[src/rtl/mem_pkg.sv]
// mem_pkg: shared widths and helpers for the NN datapath FIFO.
package mem_pkg;
  localparam int DEF_DATA_WIDTH = 32;
  localparam int DEF_EXTRA_BITS = 2;
  localparam int DEF_ADDRESS_WIDTH = 3;
  localparam int WORD_W = DEF_DATA_WIDTH + DEF_EXTRA_BITS;
  function automatic int count_width(input int aw);
    return aw + 1;
  endfunction
endpackage

[src/rtl/mem_fifo_ram.sv]
// mem_fifo_ram: unreset register array, one write port and one asynchronous read port.
module mem_fifo_ram #(
  parameter int WIDTH = 34,
  parameter int AW = 3
) (
  input  logic clk,
  input  logic we,
  input  logic [AW-1:0] waddr,
  input  logic [WIDTH-1:0] wdata,
  input  logic [AW-1:0] raddr,
  output logic [WIDTH-1:0] rdata
);
  logic [WIDTH-1:0] mem [1<<AW];
  always_ff @(posedge clk)
    if (we) mem[waddr] <= wdata;
  assign rdata = mem[raddr];
endmodule

[src/rtl/mem_fifo.sv]
// mem_fifo: parametrised synchronous FIFO with occupancy, threshold flags and sticky errors.
// Defining MEM_FIFO_FWFT_EN selects first-word-fall-through reads instead of a registered read.
module mem_fifo
  import mem_pkg::*;
#(
  parameter int DATA_WIDTH = DEF_DATA_WIDTH,
  parameter int EXTRA_BITS = DEF_EXTRA_BITS,
  parameter int ADDRESS_WIDTH = DEF_ADDRESS_WIDTH,
  parameter int AF_LEVEL = (1 << ADDRESS_WIDTH) - 1,
  parameter int AE_LEVEL = 1
) (
  input  logic clk,
  input  logic rst_n,
  input  logic flush,
  input  logic [DATA_WIDTH+EXTRA_BITS-1:0] data_in,
  input  logic wr_en,
  input  logic rd_en,
  output logic [DATA_WIDTH+EXTRA_BITS-1:0] data_out,
  output logic data_valid,
  output logic full,
  output logic empty,
  output logic almost_full,
  output logic almost_empty,
  output logic [ADDRESS_WIDTH:0] count,
  output logic overflow,
  output logic underflow
);
  localparam int W = DATA_WIDTH + EXTRA_BITS;
  localparam int CW = count_width(ADDRESS_WIDTH);
  localparam logic [CW-1:0] DEPTH_C = CW'(1 << ADDRESS_WIDTH);
  localparam logic [CW-1:0] AF_C = CW'(AF_LEVEL);
  localparam logic [CW-1:0] AE_C = CW'(AE_LEVEL);
  logic [ADDRESS_WIDTH-1:0] wr_ptr, rd_ptr;
  logic [W-1:0] rdata;
  logic rd_ok, wr_ok;
  assign empty = count == '0;
  assign full = count == DEPTH_C;
  assign almost_full = count >= AF_C;
  assign almost_empty = count <= AE_C;
  assign rd_ok = rd_en & !empty;
  assign wr_ok = wr_en & (!full | rd_ok);
  mem_fifo_ram #(.WIDTH(W), .AW(ADDRESS_WIDTH)) u_ram (
    .clk(clk),
    .we(wr_ok & !flush),
    .waddr(wr_ptr),
    .wdata(data_in),
    .raddr(rd_ptr),
    .rdata(rdata)
  );
  always_ff @(posedge clk or negedge rst_n)
    if (!rst_n) begin
      wr_ptr <= '0;
      rd_ptr <= '0;
      count <= '0;
      overflow <= 1'b0;
      underflow <= 1'b0;
    end else if (flush) begin
      wr_ptr <= '0;
      rd_ptr <= '0;
      count <= '0;
      overflow <= 1'b0;
      underflow <= 1'b0;
    end else begin
      wr_ptr <= wr_ptr + ADDRESS_WIDTH'(wr_ok);
      rd_ptr <= rd_ptr + ADDRESS_WIDTH'(rd_ok);
      count <= count + CW'(wr_ok) - CW'(rd_ok);
      overflow <= overflow | (wr_en & !wr_ok);
      underflow <= underflow | (rd_en & !rd_ok);
    end
`ifdef MEM_FIFO_FWFT_EN
  assign data_out = rdata;
  assign data_valid = !empty;
`else
  always_ff @(posedge clk or negedge rst_n)
    if (!rst_n) begin
      data_out <= '0;
      data_valid <= 1'b0;
    end else if (flush) begin
      data_valid <= 1'b0;
    end else begin
      data_valid <= rd_ok;
      if (rd_ok) data_out <= rdata;
    end
`endif
endmodule

[config.mk]
export PLATFORM = sky130hd
export DESIGN_NAME = mem_fifo
export DESIGN_NICKNAME = d
export VERILOG_FILES = /design/src/rtl/mem_pkg.sv /design/src/rtl/mem_fifo_ram.sv /design/src/rtl/mem_fifo.sv
export SDC_FILE = /design/constraint.sdc
export NUM_CORES = 1
export LEC_CHECK = 0
export ABC_AREA = 0
export CAP_MARGIN = 20
export CORE_ASPECT_RATIO = 0.6
export CORE_MARGIN = 2
export CORE_UTILIZATION = 35
export DETAILED_ROUTE_END_ITERATION = 6
export PLACE_DENSITY = 0.61
export RECOVER_POWER = 50
export SLEW_MARGIN = 30
export SYNTH_ARGS = -nofsm -noshare
export SYNTH_HDL_FRONTEND = slang
export SYNTH_SLANG_ARGS = --single-unit
export TNS_END_PERCENT = 20
[constraint.sdc]
create_clock -name clk -period 14.37 [get_ports clk]
set_input_delay 1.437 -clock clk [delete_from_list [all_inputs] [get_ports clk]]
set_output_delay 1.437 -clock clk [all_outputs]
set_load 0.1 [all_outputs]
======== Word-level counts from Yosys, hierarchy flattened ========
Memories as Yosys holds them, arrays and structs flattened. A register that Yosys moved wholly into a read port is not among the register bits.
Cells that the tools add are included.
operators by class
  add/sub/neg operators ................... 4
  magnitude comparators ................... 2
  equality and inequality tests ........... 1
  mux-type cells .......................... 8
  bitwise gates (word level) .............. 9
  reduce and logical (&&, ||, !) cells .... 8
operators by type and width
  operator              number
  $add A3 B1 Y3         2
  $logic_not A1 Y1      6
  $mux W3               2
  $and A1 B1 Y1         5
  $mux W1               5
  $add A4 B1 Y4         1
  $eq A4 B4 Y1 const B  1
  $ge A4 B3 Y1 const B  1
  $le A4 B1 Y1 const B  1
  $logic_not A4 Y1      1
  $mux W4               1
  $sub A4 B1 Y4         1
  $or A1 B1 Y1          3
  $reduce_and A2 Y1     1
  $not A1 Y1            1
storage, ports and cells
  bits in registers ....................... 13
  RAM bits ................................ 272
  word-level logic and storage cells ...... 39
  memories kept ........................... 1
memories
  name       words  bits a word  rd ports  clocked after memory_dff  wr ports  RTL line            text
  u_ram.mem  8      34           1         1                         1         mem_fifo_ram.sv:13  logic [WIDTH-1:0] mem [1<<AW];

======== Longest topological paths before layout ========
Gate-level depths: netlist (run 1).
  depth after elaboration ................. 9
  mapped depth ............................ 11
  gate-level depth less buffers ........... 11

======== By module ========
From an unflattened synthesis (run 1), not the netlist that was laid out.
second synthesis, totals
  cells, all modules ...................... 544
  area, all modules ....................... 12415.7 um^2
modules (own cells, without submodules)
  module        instances  cells each  area an instance (um^2)
  mem_fifo_ram  1          407         10402.5
  mem_fifo      1          137         2013.2

======== Least setup slack after synthesis (run 1) ========
OpenSTA, ideal clock, no wires.
  kind .................................... register -> register
  from .................................... register count[2]
  to ...................................... memory u_ram.mem[1][0], enable pin
  setup time .............................. 0.510 ns
  arrival ................................. 5.693 ns
  data required time ...................... 13.860 ns
  setup slack ............................. 8.167 ns
  cell stages (with the launch flop) ...... 7
  buffers on the path ..................... 0
  clock period less this slack ............ 6.203 ns
  cells stage by stage .................... dfrtp_1 -> inv_1 -> ha_1 -> nor3b_1 -> a21boi_1 -> nand2_1 -> nor4_1
between the ends
  elaborated cells on any way between the ends .. 10
RTL lines
  item                           RTL line            text
  from (decl)                    mem_fifo.sv:24      output logic [ADDRESS_WIDTH:0] count,
  from (signal assigned)         mem_fifo.sv:66      count <= count + CW'(wr_ok) - CW'(rd_ok);
  $eq A4 B4 Y1                   mem_fifo.sv:37      assign full = count == DEPTH_C;
  via full                       mem_fifo.sv:20      output logic full,
  $logic_not A1 Y1               mem_fifo.sv:41      assign wr_ok = wr_en & (!full | rd_ok);
  $or A1 B1 Y1                   mem_fifo.sv:41
  $and A1 B1 Y1                  mem_fifo.sv:41
  $and A1 B1 Y1                  mem_fifo.sv:44      .we(wr_ok & !flush),
  $mux W1                        mem_fifo_ram.sv:15  if (we) mem[waddr] <= wdata;
  $mux W1 (implied by the code)  mem_fifo_ram.sv:15
  to (decl)                      mem_fifo_ram.sv:13
The timed path passes the listed nets, and every way through them passes these cells.

==> out/summary.json, run 1 <==
{
  "final_design_area_no_fill": {"value": 14800, "unit": "um2"},
  "ffs_latches_synth": {"value": 319},
  "netlist.top_cell.by_area": {"value": "edfxtp_1"},
  "drtIter0Drc": {"value": 619},
  "clock-sinks": {"value": 319},
  "placement.cell_area": {"value": 13900, "unit": "um2"},
  "ctsResizeCount": {"value": 0},
  "antenna_nets_post_route": {"value": 0},
  "cts_max_level": {"value": 1},
  "failed_checks": {"value": "capacitance limit, slew limit"},
  "wire_per_inst": {"value": 20.3, "unit": "um"},
  "top_level_ports": {"value": 84},
  "p_leak": {"value": 5.06, "unit": "nW"},
  "critical_path.endpoint_type": {"value": "flop"},
  "ys.flop_type": {"value": "edfxtp_1"},
  "layout.nets": {"value": 873},
  "power_per_cell_area": {"value": 202, "unit": "nW/um2"},
  "post_synthesis_instance_total": {"value": 731},
  "clkTransAtPathRegs": {"value": 70, "unit": "ps"},
  "slowest_delay": {"value": 2820, "unit": "ps"},
  "min_period": {"value": 5230, "unit": "ps"},
  "timing.final.ws_setup": {"value": 9140, "unit": "ps"},
  "dr.pass1.iters": {"value": 5},
  "proportion_of_synthesized_chip_area_in_sequential_cells": {"value": 75.5, "unit": "%"},
  "die-area": {"value": 37000, "unit": "um2"},
  "gpl.final_weighted_congestion": {"value": 0.707},
  "die_h": {"value": 150, "unit": "um"},
  "hold_path_class": {"value": "reg2reg"},
  "global_route.usage.total": {"value": 14.7, "unit": "%"},
  "grt_start_max_net_pins": {"value": 65},
  "post_route_clock_skew": {"value": 7.43, "unit": "ps"},
  "synth_enable_flop_cells": {"value": 272},
  "max_slew_margin": {"value": -161, "unit": "%"},
  "post_cts_buffers": {"value": 0},
  "layout_common_cells": {"value": "edfxtp_1, mux2i_1, nand2_1"},
  "yosysWarningCount": {"value": 0},
  "totalNegativeSetupSlack": {"value": 0, "unit": "ps"},
  "number_of_max_slew_violations_in_the_final_report": {"value": 102},
  "cts_inserted_buffers": {"value": 28},
  "count_of_input_and_output_buffers": {"value": 83},
  "start_util": {"value": 35.4, "unit": "%"},
  "avgSynthCellArea": {"value": 16.9, "unit": "um2"},
  "syn_to_layout_area_delta": {"value": 19.6, "unit": "%"},
  "max_slew.worst_pin.slew": {"value": 3920, "unit": "ps"},
  "std_cell_rows": {"value": 53},
  "crit_buf_inv": {"value": 1},
  "layout_worst_path_cycle_share": {"value": 36.4, "unit": "%"},
  "vias_per_cell": {"value": 4.95},
  "final_hold_viol_count": {"value": 0},
  "globalRoute.totalOverflow": {"value": 0},
  "crit_path_top_delay_cell": {"value": "clkbuf_1"},
  "post_dp_hpwl": {"value": 14600, "unit": "um"},
  "worst_path_dominant_cell_family": {"value": "buffers and inverters"},
  "total_power": {"value": 3.00, "unit": "mW"},
  "cts_max_path_buffers": {"value": 3},
  "worst-path-max-fanout": {"value": 53},
  "die_width": {"value": 247, "unit": "um"},
  "cts-hold-fix-buffers": {"value": 0},
  "achievable-frequency": {"value": 0.191, "unit": "GHz"},
  "dp_worst_setup_slack": {"value": 10370, "unit": "ps"},
  "synth.cell_area": {"value": 12400, "unit": "um2"},
  "maxCapViolCount": {"value": 2},
  "timing_worst_setup_path_type": {"value": "reg2reg"},
  "cp-start-kind": {"value": "flop"},
  "num_vias": {"value": 6498},
  "remaining_drc_errors": {"value": 0},
  "synth-async-reset-ratio": {"value": 14.7, "unit": "%"},
  "status": {"value": "finished with violations"},
  "tritoncts": {"value": "built"},
  "synth.lib_cells_used.distinct": {"value": 32},
  "critical_path_arrival": {"value": 5720, "unit": "ps"},
  "fp.coreArea": {"value": 34900, "unit": "um2"},
  "rsz0062_at_grt": {"value": "no"},
  "critical_path_data_required_time": {"value": 14860, "unit": "ps"},
  "drive_above_1_share": {"value": 10.1, "unit": "%"},
  "synth_largest_type_area_fraction": {"value": 66.0, "unit": "%"},
  "clockRootBuffer": {"value": "clkbuf_16"},
  "most_common_library_cell_in_the_layout_ignoring_fill_and_taps": {"value": "edfxtp_1"},
  "postRouteWirelength": {"value": 26700, "unit": "um"},
  "timing.critical_path.cells": {"value": "clkbuf_1 -> mux2i_1 -> a22oi_1 -> nand3_1 -> nand2_1"},
  "setup-violations-final": {"value": 0},
  "grt_pass1_wl": {"value": 40700, "unit": "um"},
  "grt_antenna_before_repair": {"value": 0},
  "vias_in_the_first_global_route": {"value": 6514},
  "yosys-top-cells-area": {"value": "edfxtp_1, mux2i_1, dfrtp_1, a22oi_1, nand2_1"},
  "synthesis.nets": {"value": 782},
  "maximum_vdd_drop": {"value": 155, "unit": "uV"},
  "clk_latency": {"value": 550, "unit": "ps"}
}
sequential cells by signal, indices dropped and copies added (netlist names):
signal / flops
count: 4
underflow: 1
rd_ptr: 3
overflow: 1
u_ram.mem: 272
wr_ptr: 3
data_valid: 1
data_out: 34
synth_stat cells (8+ instances only):
library cell and number:
clkbuf_1 13, a22oi_1 68, nand3_2 9, mux2i_1 136, nand2_1 73, buf_2 16
ha_1 11, dfrtp_1 47, edfxtp_1 272, nor2b_1 8, nor2_1 14, nand3_1 26
per-stage QoR:
stage / hold slack (ps) / std cells / utilization, %
after global placement: 461 / 1255 / 39.3
after floorplan: 556 / 731 / -
final: 476 / 1312 / 42.4
after CTS: 478 / 1311 / 42.5
after global routing: 500 / 1311 / 42.4
after detailed placement: 462 / 1259 / 39.6
logic make-up after synthesis:
logic type,Yosys count,share of synthesized area (%)
fa+ha+maj,12,1.27
flops,319,75.5
buf+inv,43,2.00
mux,136,11.0
compound gates,75,4.46
xor+xnor,4,0.283
simple gates,142,5.54
report_power, final:
group          total (mW)  internal, mW  leakage (nW)  switching (mW)
combinational        1.04         0.313          1.53           0.728
sequential           1.16          1.09          3.05          0.0685
clock               0.801         0.465         0.477           0.336
total                3.00          1.86          5.06            1.13
routing by layer:
layer / vias to the layer above / global-route usage [%] / part of all wire (%)
met5: - / 0 / 0
met4: 0 / 2.77 / 1.5
met3: 39 / 2.51 / 5.9
met2: 184 / 22.2 / 44
met1: 3291 / 22.5 / 49
li1: 2984 / - / -
cell type report:
cell class                      instances  area, um2
Antenna cell                            1       2.50
Clock buffer                           32        747
Clock inverter                         20        239
Fill cell                            3149      20100
Inverter                                5       23.8
Multi-Input combinational cell        369       2860
Sequential cell                       319       9340
Tap cell                              467        584
Timing Repair Buffer                   99       1020
path summary, 6_finish.rpt:
path | from | end | slack (ps) | depth (start not counted)
worst max-delay path | rd_ptr[0]$_DFF_PN0_ | data_out[29]$_DFFE_PN0P_ | 9140 | 5
worst min-delay path | data_out[23]$_DFFE_PN0P_ | data_out[23]$_DFFE_PN0P_ | 480 | 2
worst max register to register | rd_ptr[0]$_DFF_PN0_ | data_out[29]$_DFFE_PN0P_ | 9140 | 5
worst min register to register | data_out[23]$_DFFE_PN0P_ | data_out[23]$_DFFE_PN0P_ | 480 | 2
max in group asynchronous | rst_n | data_out[30]$_DFFE_PN0P_ | 10320 | 2
min in group asynchronous | rst_n | data_out[12]$_DFFE_PN0P_ | 2130 | 2
worst reg2reg max path, stage by stage, from the launching register on:
cell and delay, ps:
dfrtp_1 1160, clkbuf_1 2820, mux2i_1 560, a22oi_1 440
nand3_1 120, nand2_1 80
(Power assumes the default switching activity.)
==> run 2: changes to the inputs <==
==> constraint.sdc (replaced) <==
create_clock -name clk -period 4.94 [get_ports clk]
set_input_delay 0.494 -clock clk [delete_from_list [all_inputs] [get_ports clk]]
set_output_delay 0.494 -clock clk [all_outputs]
set_load 0.1 [all_outputs]
==> run 2 against run 1 <==
Worst hold slack barely moved. Design area fell by 0.80%. Wire length barely moved. The run still ends with capacitance limit, slew limit left. Sequential share of layout area rose by 0.54 points. Critical path depth rose by 2. Critical endpoint is now u_ram.mem[2][10]$_DFFE_PP_. Global-route usage rose by 0.093 points. Clock skew rose by 7.9 ps. Setup slack got worse by 8000 ps.
==> out/summary.json, run 2 (synthesis gave the netlist of run 1 again) <==
{
  "status": {"value": "finished with violations"},
  "failed_checks": {"value": "capacitance limit, slew limit"},
  "critical_path_data_required_time": {"value": 5150, "unit": "ps"},
  "globalRoute.totalOverflow": {"value": 0},
  "grt_pass1_wl": {"value": 41000, "unit": "um"},
  "tritoncts": {"value": "built"},
  "rsz0062_at_grt": {"value": "no"},
  "reg.largest.list": {"value": "u_ram.mem x272, data_out x34, count x4"},
  "largest_reg_flops": {"value": 272},
  "post_dp_hpwl": {"value": 15000, "unit": "um"},
  "path_common_cell": {"value": "nand2b_1"},
  "setup-violations-final": {"value": 0},
  "p_leak": {"value": 5.03, "unit": "nW"},
  "num_vias": {"value": 6425},
  "hold_path_class": {"value": "reg2reg"},
  "antenna_cells": {"value": 0},
  "worst_path_dominant_cell_family": {"value": "simple AND/OR/NAND/NOR gates"},
  "total_power": {"value": 8.51, "unit": "mW"},
  "most_common_library_cell_in_the_layout_ignoring_fill_and_taps": {"value": "edfxtp_1"},
  "syn_to_layout_area_delta": {"value": 18.7, "unit": "%"},
  "grt_antenna_before_repair": {"value": 3},
  "critical_path.endpoint_type": {"value": "flop"},
  "count_of_input_and_output_buffers": {"value": 83},
  "top_level_ports": {"value": 84},
  "dr.pass1.iters": {"value": 4},
  "layout_common_cells": {"value": "edfxtp_1, mux2i_1, nand2_1"},
  "maximum_vdd_drop": {"value": 328, "unit": "uV"},
  "clkTransAtPathRegs": {"value": 60, "unit": "ps"},
  "global_route.usage.total": {"value": 14.8, "unit": "%"},
  "maxCapViolCount": {"value": 2},
  "postRouteWirelength": {"value": 26700, "unit": "um"},
  "max_slew.worst_pin.slew": {"value": 1800, "unit": "ps"},
  "timing.critical_path.cells": {"value": "inv_1 -> ha_1 -> nand2b_1 -> a21boi_0 -> nand2b_1 -> nor2_1 -> buf_4"},
  "timing_worst_setup_path_type": {"value": "reg2reg"},
  "ctsResizeCount": {"value": 0},
  "drtIter0Drc": {"value": 632},
  "grt_start_max_net_pins": {"value": 54},
  "remaining_drc_errors": {"value": 0},
  "achievable-frequency": {"value": 0.263, "unit": "GHz"},
  "wire_per_inst": {"value": 20.3, "unit": "um"},
  "post_route_clock_skew": {"value": 15.4, "unit": "ps"},
  "std_cell_rows": {"value": 53},
  "drive_above_1_share": {"value": 10.3, "unit": "%"},
  "worst-path-max-fanout": {"value": 19},
  "placement.cell_area": {"value": 13800, "unit": "um2"},
  "clockRootBuffer": {"value": "clkbuf_16"},
  "antenna_nets_post_route": {"value": 0},
  "crit_buf_inv": {"value": 2},
  "cts_max_path_buffers": {"value": 3},
  "max_slew_margin": {"value": -20.0, "unit": "%"},
  "die_width": {"value": 247, "unit": "um"},
  "fp.coreArea": {"value": 34900, "unit": "um2"},
  "slowest_delay": {"value": 1380, "unit": "ps"},
  "final_design_area_no_fill": {"value": 14700, "unit": "um2"},
  "vias_per_cell": {"value": 4.89},
  "cp-start-kind": {"value": "flop"},
  "cts_max_level": {"value": 1},
  "final_hold_viol_count": {"value": 0},
  "layout_worst_path_cycle_share": {"value": 77.1, "unit": "%"},
  "clk_latency": {"value": 550, "unit": "ps"},
  "clock-sinks": {"value": 319},
  "crit_path_top_delay_cell": {"value": "nor2_1"},
  "die-area": {"value": 37000, "unit": "um2"},
  "power_per_cell_area": {"value": 579, "unit": "nW/um2"},
  "vias_in_the_first_global_route": {"value": 6516},
  "layout.nets": {"value": 876},
  "cts_inserted_buffers": {"value": 29},
  "number_of_max_slew_violations_in_the_final_report": {"value": 47},
  "gpl.final_weighted_congestion": {"value": 0.684},
  "die_h": {"value": 150, "unit": "um"},
  "critical_path_arrival": {"value": 4020, "unit": "ps"},
  "max_flop_register": {"value": "u_ram.mem"},
  "filler_cell_count": {"value": 3112},
  "start_util": {"value": 35.4, "unit": "%"},
  "min_period": {"value": 3810, "unit": "ps"}
}
run 2: cell count changes in the layout (fill, tap and decap cells not counted), sizes merged:
cell / change
inv: -1
clkinv: +3
clkbuf: +3
clkdlybuf4s50: -5
diode: -1
bufinv: -2
dlygate4sd3: +5
run 2: final timing paths:
check	startpoint	end	slack, ps	cells past startpoint
setup / recovery	count[2]$_DFF_PN0_	u_ram.mem[2][10]$_DFFE_PP_	1130	7
hold / removal	data_out[3]$_DFFE_PN0P_	data_out[3]$_DFFE_PN0P_	480	2
hold reg to reg	data_out[3]$_DFFE_PN0P_	data_out[3]$_DFFE_PN0P_	480	2
setup reg to reg	count[2]$_DFF_PN0_	u_ram.mem[2][10]$_DFFE_PP_	1130	7
min in group asynchronous	rst_n	data_out[32]$_DFFE_PN0P_	810	2
max in group asynchronous	rst_n	rd_ptr[0]$_DFF_PN0_	1600	3
run 2: layer usage:
metal | global-route usage, % | up-vias | routed length [um]
met2 | 21.9 | 142 | 11500
li1 | - | 2994 | -
met5 | 0 | - | 11
met4 | 2.62 | 2 | 453
met3 | 2.89 | 34 | 1600
met1 | 22.9 | 3253 | 13100
run 2: cell type report:
cell class | count | area (um2) | share of cell area, %
Clock inverter | 20 | 178 | 1.21
Timing Repair Buffer | 101 | 946 | 6.44
Inverter | 5 | 23.8 | 0.162
Sequential cell | 319 | 9350 | 63.6
Tap cell | 467 | 584 | 3.98
Multi-Input combinational cell | 369 | 2860 | 19.4
Clock buffer | 33 | 761 | 5.18
run 2: power by group:
part | internal, mW | switching, mW | total [mW]
Sequential | 3.17 | 0.261 | 3.43
Clock | 1.26 | 0.959 | 2.22
Combinational | 0.819 | 2.05 | 2.87
Total | 5.24 | 3.27 | 8.51
run 2: per-stage QoR:
stage	setup TNS, ps	std cells	setup WS [ps]	util [%]	hold slack (ps)
floorplan	-46760	731	-1260	-	198
global placement	0	1260	1550	39.4	462
detailed placement	0	1260	1650	39.4	466
CTS	0	1314	1570	42.1	482
global route	0	1314	773	42.1	502
finish	0	1314	1130	42.1	476
run 2: repair_timing:
item	4_1_cts	5_1_grt
buffers inserted	0	0
hold buffers	1	0
hold endpoints to repair	18	0
run 2: worst register-to-register path: stages, from the launching register on:
cell and delay (ps):
dfrtp_1 370, inv_1 110, ha_1 260, nand2b_1 150, a21boi_0 390, nand2b_1 300, nor2_1 1390, buf_4 510
==> run 3: changes to the inputs <==
--- a/config.mk
+++ b/config.mk
@@ -11,7 +11,7 @@
 export CORE_MARGIN = 2
 export CORE_UTILIZATION = 35
 export DETAILED_ROUTE_END_ITERATION = 6
-export PLACE_DENSITY = 0.61
+export PLACE_DENSITY = 0.63
 export RECOVER_POWER = 50
 export SLEW_MARGIN = 30
 export SYNTH_ARGS = -nofsm -noshare
==> constraint.sdc (replaced) <==
create_clock -name clk -period 3.1 [get_ports clk]
set_input_delay 0.31 -clock clk [delete_from_list [all_inputs] [get_ports clk]]
set_output_delay 0.31 -clock clk [all_outputs]
set_load 0.1 [all_outputs]
==> run 3 against run 2 <==
The run still ends with capacitance limit, slew limit left. Utilization rose by 0.40 points. Non-clock buffer count rose by 7. Fmax rose by 57%. Critical endpoint is now data_out[13]$_DFFE_PN0P_. Largest cell class unchanged.
==> out/summary.json, run 3 (synthesis gave the netlist of run 1 again) <==
{
  "placement.cell_area": {"value": 14000, "unit": "um2"},
  "critical_path.endpoint_type": {"value": "flop"},
  "most_common_library_cell_in_the_layout_ignoring_fill_and_taps": {"value": "edfxtp_1"},
  "syn_to_layout_area_delta": {"value": 19.8, "unit": "%"},
  "cp-start-kind": {"value": "flop"},
  "rsz0062_at_grt": {"value": "no"},
  "postRouteWirelength": {"value": 26500, "unit": "um"},
  "num_vias": {"value": 6529},
  "final_hold_viol_count": {"value": 0},
  "layout_worst_path_cycle_share": {"value": 78.1, "unit": "%"},
  "layout_common_cells": {"value": "edfxtp_1, mux2i_1, nand2_1"},
  "antenna_cells": {"value": 0},
  "critical_path_cell_count": {"value": 7},
  "layout.nets": {"value": 882},
  "dr.pass1.iters": {"value": 5},
  "cts_max_level": {"value": 1},
  "post_dp_hpwl": {"value": 15000, "unit": "um"},
  "timing.reg2reg.worst_path_depth": {"value": 7},
  "number_of_max_slew_violations_in_the_final_report": {"value": 26},
  "crit_buf_inv": {"value": 2},
  "die-area": {"value": 37000, "unit": "um2"},
  "clkTransAtPathRegs": {"value": 70, "unit": "ps"},
  "vias_in_the_first_global_route": {"value": 6492},
  "status": {"value": "finished with violations"},
  "setup-violations-final": {"value": 0},
  "timing.critical_path.cells": {"value": "inv_4 -> ha_2 -> nor3b_4 -> or3b_2 -> clkinv_4 -> nand3_1 -> nand2_1"},
  "max_slew_margin": {"value": -27.7, "unit": "%"},
  "power_per_cell_area": {"value": 912, "unit": "nW/um2"},
  "grt_start_max_net_pins": {"value": 36},
  "p_leak": {"value": 5.05, "unit": "nW"},
  "final_design_area_no_fill": {"value": 14800, "unit": "um2"},
  "clk_latency": {"value": 550, "unit": "ps"},
  "ctsResizeCount": {"value": 0},
  "grt_pass1_wl": {"value": 40300, "unit": "um"},
  "dp_worst_setup_slack": {"value": 585, "unit": "ps"},
  "top_level_ports": {"value": 84},
  "start_util": {"value": 35.4, "unit": "%"},
  "crit-reg2reg-launch": {"value": "count[3]$_DFF_PN0_"},
  "die_h": {"value": 150, "unit": "um"},
  "total_power": {"value": 13.5, "unit": "mW"},
  "wire_per_inst": {"value": 20.1, "unit": "um"},
  "tritoncts": {"value": "built"},
  "critical_path_data_required_time": {"value": 3520, "unit": "ps"},
  "vias_per_cell": {"value": 4.95},
  "max_slew.worst_pin.slew": {"value": 1920, "unit": "ps"},
  "global_route.usage.total": {"value": 14.6, "unit": "%"},
  "min_period": {"value": 2420, "unit": "ps"},
  "rrSetupSlack": {"value": 680, "unit": "ps"},
  "cts-hold-fix-buffers": {"value": 1},
  "timing_worst_setup_path_type": {"value": "reg2reg"},
  "drive_above_1_share": {"value": 13.0, "unit": "%"},
  "max_flop_register": {"value": "u_ram.mem"},
  "post_route_clock_skew": {"value": 23.1, "unit": "ps"},
  "cts_max_path_buffers": {"value": 3},
  "remaining_drc_errors": {"value": 0},
  "crit_path_top_delay_cell": {"value": "dfrtp_4"},
  "globalRoute.totalOverflow": {"value": 0},
  "reg.largest.list": {"value": "u_ram.mem x272, data_out x34, count x4"},
  "gpl.final_weighted_congestion": {"value": 0.714},
  "clockRootBuffer": {"value": "clkbuf_16"},
  "largest_reg_flops": {"value": 272},
  "clock-sinks": {"value": 319},
  "std_cell_rows": {"value": 53},
  "hold_path_class": {"value": "in2reg"},
  "worst-path-max-fanout": {"value": 35},
  "timing.final.ws_setup": {"value": 678, "unit": "ps"},
  "totalNegativeSetupSlack": {"value": 0, "unit": "ps"},
  "critPathCapture": {"value": "data_out[13]$_DFFE_PN0P_"},
  "worst_hold_slack": {"value": 426, "unit": "ps"},
  "antenna_nets_post_route": {"value": 0},
  "crit_start": {"value": "count[3]$_DFF_PN0_"},
  "fp.coreArea": {"value": 34900, "unit": "um2"},
  "maximum_vdd_drop": {"value": 703, "unit": "uV"},
  "critical_path_arrival": {"value": 2840, "unit": "ps"},
  "post_cts_buffers": {"value": 0},
  "maxCapViolCount": {"value": 1},
  "cts_inserted_buffers": {"value": 28},
  "drtIter0Drc": {"value": 471},
  "achievable-frequency": {"value": 0.413, "unit": "GHz"},
  "worst_r2r_endpoint": {"value": "data_out[13]$_DFFE_PN0P_"},
  "worst_path_dominant_cell_family": {"value": "simple AND/OR/NAND/NOR gates"},
  "slowest_delay": {"value": 500, "unit": "ps"},
  "count_of_input_and_output_buffers": {"value": 83},
  "die_width": {"value": 247, "unit": "um"},
  "grt_antenna_before_repair": {"value": 2},
  "failed_checks": {"value": "capacitance limit, slew limit"}
}
[run 3: changes by cell type in the layout (fill, tap and decap cells not counted), sizes merged]
cell | before | now
buf | 16 | 28
dlygate4sd3 | 41 | 35
clkdlybuf4s50 | 40 | 25
clkbuf | 37 | 65
clkinv | 15 | 4
inv | 4 | 5
bufinv | 3 | 0
[run 3: tightest hold or removal path: stages]
cell and delay, ps:
clkdlybuf4s50_1 440, a31oi_1 140, nor2_1 50
[run 3: final cells by class]
| cell class | instances | area (um2) |
|---|---|---|
| Clock inverter | 7 | 52.6 |
| Sequential cell | 319 | 9360 |
| Tap cell | 467 | 584 |
| Clock buffer | 45 | 876 |
| Fill cell | 3100 | 20100 |
| Multi-Input combinational cell | 369 | 2930 |
| Inverter | 5 | 28.8 |
| Timing Repair Buffer | 108 | 1010 |
[run 3: worst min-delay path by stage]
stage,slack (ps),cells past startpoint,endpoint,startpoint
4_1_cts,390,2,data_out[25]$_DFFE_PN0P_,rst_n
3_5_place_dp,430,1,data_out[7]$_DFFE_PN0P_,rst_n
5_1_grt,440,3,overflow$_DFF_PN0_,wr_en
6_report,430,3,overflow$_DFF_PN0_,wr_en
3_3_place_gp,420,1,data_out[9]$_DFFE_PN0P_,rst_n
2_1_floorplan,10,0,count[0]$_DFF_PN0_,rst_n
[run 3: report_power, final]
group	switching [mW]	leakage [nW]	total [mW]	internal, mW
logic	3.38	1.55	4.66	1.28
registers	0.342	3.05	5.39	5.05
clock network	1.53	0.449	3.48	1.94
total	5.25	5.05	13.5	8.28
[run 3: metrics by stage]
step	instances	util, %
after floorplan	731	-
final	1320	42.5
after CTS	1320	42.7
after global placement	1267	40.0
after global routing	1320	42.5
after detailed placement	1267	40.0
[run 3: metal layers]
| layer | up-vias | global-route usage [%] | share of wire, % |
|---|---|---|---|
| li1 | 3004 | - | - |
| met1 | 3361 | 22.3 | 50 |
| met3 | 24 | 2.71 | 4.8 |
| met4 | 0 | 1.96 | 0.96 |
| met5 | - | 0 | 0 |
| met2 | 140 | 22.1 | 44 |
